## src/rtl/instruction_fetch_unit.sv

```systemverilog
// ---------------------------------------------------------------------------
// instruction_fetch_unit
//   Initiator side of the external instruction-memory interface. Walks a
//   fetch PC through memory, holding each address for MEM_LATENCY cycles
//   with mem_read_en high, then captures {pc, word} into a small prefetch
//   FIFO. The FIFO head is offered to decode with a valid/ready handshake.
//   A redirect from decode/branch logic flushes the FIFO and restarts the
//   fetch at a new word address. Memory is never written.
//
// Ports
//   clk            in   rising-edge clock
//   reset          in   asynchronous, active-high reset
//   mem_addr       out  word address to memory (always the fetch PC)
//   mem_read_en    out  read strobe, high while a read is in flight
//   mem_write_en   out  tied low
//   mem_write_val  out  tied low
//   mem_read_val   in   read data from memory
//   redirect_valid in   load redirect_pc as fetch PC and flush the FIFO
//   redirect_pc    in   new fetch word address
//   inst_valid     out  FIFO head holds an instruction
//   inst_ready     in   decode accepts the head this cycle
//   inst_data      out  head instruction word
//   inst_pc        out  head word address
// ---------------------------------------------------------------------------
module instruction_fetch_unit #(
  parameter int MEM_WIDTH   = 32,
  parameter int MEM_SIZE    = 256,
  parameter int RESET_PC    = 212,
  parameter int MEM_LATENCY = 1,
  parameter int FIFO_DEPTH  = 4,
  localparam int ADDR_W     = $clog2(MEM_SIZE)
) (
  input  logic                 clk,
  input  logic                 reset,
  output logic [ADDR_W-1:0]    mem_addr,
  output logic                 mem_read_en,
  output logic                 mem_write_en,
  output logic [MEM_WIDTH-1:0] mem_write_val,
  input  logic [MEM_WIDTH-1:0] mem_read_val,
  input  logic                 redirect_valid,
  input  logic [ADDR_W-1:0]    redirect_pc,
  output logic                 inst_valid,
  input  logic                 inst_ready,
  output logic [MEM_WIDTH-1:0] inst_data,
  output logic [ADDR_W-1:0]    inst_pc
);

  localparam int PTR_W  = $clog2(FIFO_DEPTH);
  localparam int CNT_W  = PTR_W + 1;
  // Keep the wait counter at least one bit wide even when MEM_LATENCY is 1.
  localparam int WAIT_W = (MEM_LATENCY > 1) ? $clog2(MEM_LATENCY) : 1;

  localparam logic [WAIT_W-1:0] WAIT_LAST = WAIT_W'(MEM_LATENCY - 1);
  localparam logic [WAIT_W-1:0] WAIT_ZERO = {WAIT_W{1'b0}};
  localparam logic [CNT_W-1:0]  DEPTH_C   = CNT_W'(FIFO_DEPTH);
  localparam logic [CNT_W-1:0]  CNT_ZERO  = {CNT_W{1'b0}};
  localparam logic [ADDR_W-1:0] LAST_ADDR = ADDR_W'(MEM_SIZE - 1);
  localparam logic [ADDR_W-1:0] ADDR_ZERO = {ADDR_W{1'b0}};
  localparam logic [ADDR_W-1:0] PC_RESET  = ADDR_W'(RESET_PC);

  typedef enum logic [0:0] {
    S_IDLE = 1'b0,
    S_READ = 1'b1
  } state_t;

  state_t                state;
  state_t                state_nxt;
  logic [ADDR_W-1:0]     fetch_pc;
  logic [ADDR_W-1:0]     fetch_nxt;
  logic [WAIT_W-1:0]     wait_cnt;
  logic [WAIT_W-1:0]     wait_nxt;
  logic [PTR_W-1:0]      wr_ptr;
  logic [PTR_W-1:0]      rd_ptr;
  logic [CNT_W-1:0]      count;
  logic [CNT_W-1:0]      count_nxt;
  logic                  push;
  logic                  pop;
  logic [MEM_WIDTH-1:0]  data_q [FIFO_DEPTH];
  logic [ADDR_W-1:0]     pc_q   [FIFO_DEPTH];

  // A redirect discards both the pending push and any pop in the same cycle.
  assign pop       = inst_valid & inst_ready & ~redirect_valid;
  assign push      = (state == S_READ) & (wait_cnt == WAIT_LAST) & ~redirect_valid;
  assign count_nxt = count + CNT_W'(push) - CNT_W'(pop);

  assign mem_addr      = fetch_pc;
  assign mem_read_en   = (state == S_READ);
  assign mem_write_en  = 1'b0;
  assign mem_write_val = {MEM_WIDTH{1'b0}};
  assign inst_valid    = (count != CNT_ZERO);
  assign inst_data     = data_q[rd_ptr];
  assign inst_pc       = pc_q[rd_ptr];

  // Fetch FSM next-state, wait counter and fetch PC update.
  always_comb begin
    state_nxt = state;
    wait_nxt  = wait_cnt;
    fetch_nxt = fetch_pc;
    if (redirect_valid) begin
      state_nxt = S_READ;
      wait_nxt  = WAIT_ZERO;
      fetch_nxt = redirect_pc;
    end else begin
      case (state)
        S_IDLE: begin
          wait_nxt = WAIT_ZERO;
          if (count < DEPTH_C) begin
            state_nxt = S_READ;
          end else begin
            state_nxt = S_IDLE;
          end
        end
        S_READ: begin
          if (push) begin
            wait_nxt = WAIT_ZERO;
            if (fetch_pc == LAST_ADDR) begin
              fetch_nxt = ADDR_ZERO;
            end else begin
              fetch_nxt = fetch_pc + ADDR_W'(1);
            end
            // Uses the post-edge count, so a pop this cycle keeps streaming.
            if (count_nxt < DEPTH_C) begin
              state_nxt = S_READ;
            end else begin
              state_nxt = S_IDLE;
            end
          end else begin
            wait_nxt = wait_cnt + WAIT_W'(1);
          end
        end
        default: begin
          state_nxt = S_IDLE;
          wait_nxt  = WAIT_ZERO;
        end
      endcase
    end
  end

  // Fetch FSM state, wait counter and fetch PC registers.
  always_ff @(posedge clk or posedge reset) begin
    if (reset) begin
      state    <= S_IDLE;
      wait_cnt <= WAIT_ZERO;
      fetch_pc <= PC_RESET;
    end else begin
      state    <= state_nxt;
      wait_cnt <= wait_nxt;
      fetch_pc <= fetch_nxt;
    end
  end

  // Prefetch FIFO storage, pointers and occupancy.
  always_ff @(posedge clk or posedge reset) begin
    if (reset) begin
      wr_ptr <= {PTR_W{1'b0}};
      rd_ptr <= {PTR_W{1'b0}};
      count  <= CNT_ZERO;
      for (int i = 0; i < FIFO_DEPTH; i++) begin
        data_q[i] <= {MEM_WIDTH{1'b0}};
        pc_q[i]   <= ADDR_ZERO;
      end
    end else if (redirect_valid) begin
      // Flush: collapse the write pointer onto the untouched read pointer.
      wr_ptr <= rd_ptr;
      count  <= CNT_ZERO;
    end else begin
      if (push) begin
        data_q[wr_ptr] <= mem_read_val;
        pc_q[wr_ptr]   <= fetch_pc;
        wr_ptr         <= wr_ptr + PTR_W'(1);
      end
      if (pop) begin
        rd_ptr <= rd_ptr + PTR_W'(1);
      end
      count <= count_nxt;
    end
  end

endmodule

```

## config.mk

```make
export PLATFORM = sky130hd
export DESIGN_NAME = instruction_fetch_unit
export DESIGN_NICKNAME = d
export VERILOG_FILES = /design/src/rtl/instruction_fetch_unit.sv
export SDC_FILE = /design/constraint.sdc
export NUM_CORES = 1
export LEC_CHECK = 0
export CAP_MARGIN = 40
export CORE_MARGIN = 5
export CORE_UTILIZATION = 54
export CTS_BUF_LIST = sky130_fd_sc_hd__clkbuf_8 sky130_fd_sc_hd__clkbuf_16
export DETAILED_ROUTE_END_ITERATION = 8
export HOLD_SLACK_MARGIN = 0.12
export PLACE_DENSITY_LB_ADDON = 0.3
export SETUP_SLACK_MARGIN = 0.05
export SLEW_MARGIN = 20
export SYNTH_ARGS = -nofsm -noshare
export SYNTH_HDL_FRONTEND = slang
export SYNTH_SLANG_ARGS = --single-unit
```

## constraint.sdc

```tcl
create_clock -name clk -period 7.1 [get_ports clk]
set_clock_uncertainty 0.05 [all_clocks]
set_input_delay 1.065 -clock clk [delete_from_list [all_inputs] [get_ports clk]]
set_output_delay 1.065 -clock clk [all_outputs]
set_load 0.01 [all_outputs]
```

==> results_dict.tcl <==
set metrics [dict create \
    dp_hpwl_um 10300 \
    track_usage_pct 19.2 \
    placedCellCount 782 \
    design.portCount 127 \
    ys_warn_count 0 \
    fin_crit_sh_pct 53.1 \
    outcome "finished, final reports clean" \
    syn_inst 531 \
    synth_top_cells_by_area "dfrtp_1 52%, mux2_2 13%, mux4_2 11%" \
    relSlewSlack_pct 50.6 \
    die_w_um 134 \
    cts_tree "yes" \
    detail_route.wirelength_um 16400 \
    cp.arrival_ns 4.05 \
    grt_pass1_wl_um 27200 \
    timing.fmax_ghz 0.265 \
    htreeDepth 4 \
    yosys.area.top_type_share_pct 51.8 \
    syn_avg_cell_area_um2 15.7 \
    fp.coreArea_mm2 0.0152 \
    final_nets 666 \
    drive_gt1_share_pct 36.5 \
    cp_max_fo 23 \
    route.detailed.drc 0 \
    leakagePower_nw 4.23 \
    power_density_mw_per_mm2 474 \
    viasPerCell 5.60 \
    dieHeight_um 134 \
    holdWs_ns 0.436 \
    criticalPathCategory "primary input to flip-flop" \
    initial_utilization_pct 55.0 \
    vias 4568 \
    synth.most_common_cell "dfrtp_1" \
    first_global_vias 4994 \
    cts_buffers 17 \
    die_area_mm2 0.0181 \
    seq_area_frac_synth_pct 53.1 \
    synth-seq-cells 177 \
    rows 45 \
    portBuffers 93 \
    finalPower_mw 4.69 \
    insertion_delay_ns 0.42 \
    cts_buffer_depth 2 \
    final_area_mm2 0.00988 \
    finish.utilization_pct 65.0 \
    rsz0062_at_grt "false" \
    worstPathRequired_ns 7.39 \
    antenna_found_initial 0 \
    fillers 1081 \
    hold_path.class "flip-flop to flip-flop" \
    cts-resized-gates 0 \
    post-route-min-period_ns 3.77 \
    syn_to_final_growth_pct 18.2 \
    setup_viol 0 \
    finalNonFillerCells 815 \
    cts_hold_buf 0 \
    synth_top_area_cell "dfrtp_1" \
    ys_types 37 \
    drtIter0Drc 167 \
    place_ws_ns 2.95 \
    place_congestion 0.773 \
    postCtsSetupRepairBufs 0 \
    hold_violations 0 \
    synthArstFlopShare_pct 100 \
    diodes 0 \
    overflow 0 \
    startpoint_type "primary input" \
    dr.pass1.iters 4 \
    cts_sinks 177 \
    grt_max_degree 83 \
    syn_area_mm2 0.00836 \
    final_max_slew_viol_count 0 \
    post_drt_wl_per_cell_um 20.1 \
    ant_nets 0 \
    fin_tns_setup_ns 0 \
    finalWorstSetupSlack_ns 3.33 \
    endpoint_kind "flip-flop" \
    cts_root_buffer "clkbuf_16" \
    timing.max_cap.violations 0 \
    clk_pin_slew_ns 0.06 \
    synthTopCellsByCount "173 x dfrtp_1, 99 x mux2_2, 45 x buf_4" \
    worst_pin_slew_ns 0.739 \
    synth_edf_count 0 \
    synthFlopType "dfrtp_1" \
    peakVddDrop_mv 0.282 \
    place_area_mm2 0.00925 \
]
==> final timing paths <==
path	startpoint	end	slack, ns	depth (start not counted)
max in group asynchronous	reset	mem_addr[2]$_DFFE_PP1P_	5.12	4
setup reg to reg	count[1]$_DFF_PP0_	mem_read_en$_DFF_PP0_	4.31	10
setup / recovery	redirect_valid	mem_read_en$_DFF_PP0_	3.33	11
hold / removal	pc_q[18]$_DFFE_PP0P_	pc_q[18]$_DFFE_PP0P_	0.44	1
hold reg to reg	pc_q[18]$_DFFE_PP0P_	pc_q[18]$_DFFE_PP0P_	0.44	1
min in group asynchronous	reset	data_q[110]$_DFFE_PP0P_	0.95	2
==> per-layer routing <==
metal / vias to the layer above / GRT usage (%) / wire length [µm]
met5: - / 0 / 0
met4: 0 / 4.24 / 145
met3: 14 / 5.33 / 767
met2: 98 / 30.8 / 8150
met1: 2433 / 26.3 / 7340
li1: 2023 / - / -
==> worst max-delay path, cell delays in order <==
cell and delay, ns:
clkdlybuf4s50_1 0.95, inv_2 0.20, and3_1 0.27, ha_1 0.31, inv_1 0.07, ha_1 0.14
inv_1 0.05, fa_1 0.38, xor2_1 0.26, o21ai_0 0.14, a32oi_1 0.20
==> where the power goes <==
group | total [mW] | leakage, nW | switching (mW) | internal, mW
logic | 1.90 | 1.79 | 0.641 | 1.26
registers | 1.84 | 2.14 | 0.346 | 1.49
clock network | 0.949 | 0.306 | 0.372 | 0.577
==> flip-flops by register name, indices dropped and copies added (netlist names) <==
register	flops
wait_cnt	1
data_q	128
mem_read_en	1
pc_q	32
wr_ptr	2
mem_addr	8
rd_ptr	2
count	3
==> cell usage in the layout (no fill, tap or decap), types with 5 or more instances in the layout <==
cell,netlist,layout
conb_1,1,34
nand2_1,13,13
mux4_2,40,40
clkdlybuf4s50_1,0,93
clkbuf_16,0,17
mux2_2,99,99
o21ai_0,10,10
mux2_1,22,22
xnor2_1,6,6
ha_1,7,7
mux2_4,40,40
inv_1,6,8
nor2_1,5,5
dfrtp_1,173,171
==> logic make-up after synthesis <==
kind of cell,after synthesis,synth area share (%)
XOR/XNOR,10,1.05
flip-flops,177,53.1
buffers and inverters,77,6.56
AND/OR/NAND/NOR,35,2.14
multiplexers,202,34.4
adder cells (fa/ha/maj),8,1.29
other,1,0.0449
AO/OA/AOI/OAI,21,1.47
==> layout make-up <==
class	instances	area [µm²]	share of cell area [%]
tap	188	235	2.38
multi-input combinational	310	3500	35.4
inverter	7	31.3	0.317
timing repair buffer	101	1060	10.8
sequential	177	4440	45.0
clock inverter	12	140	1.42
clock buffer	20	467	4.72
(Power assumes the default switching activity.)
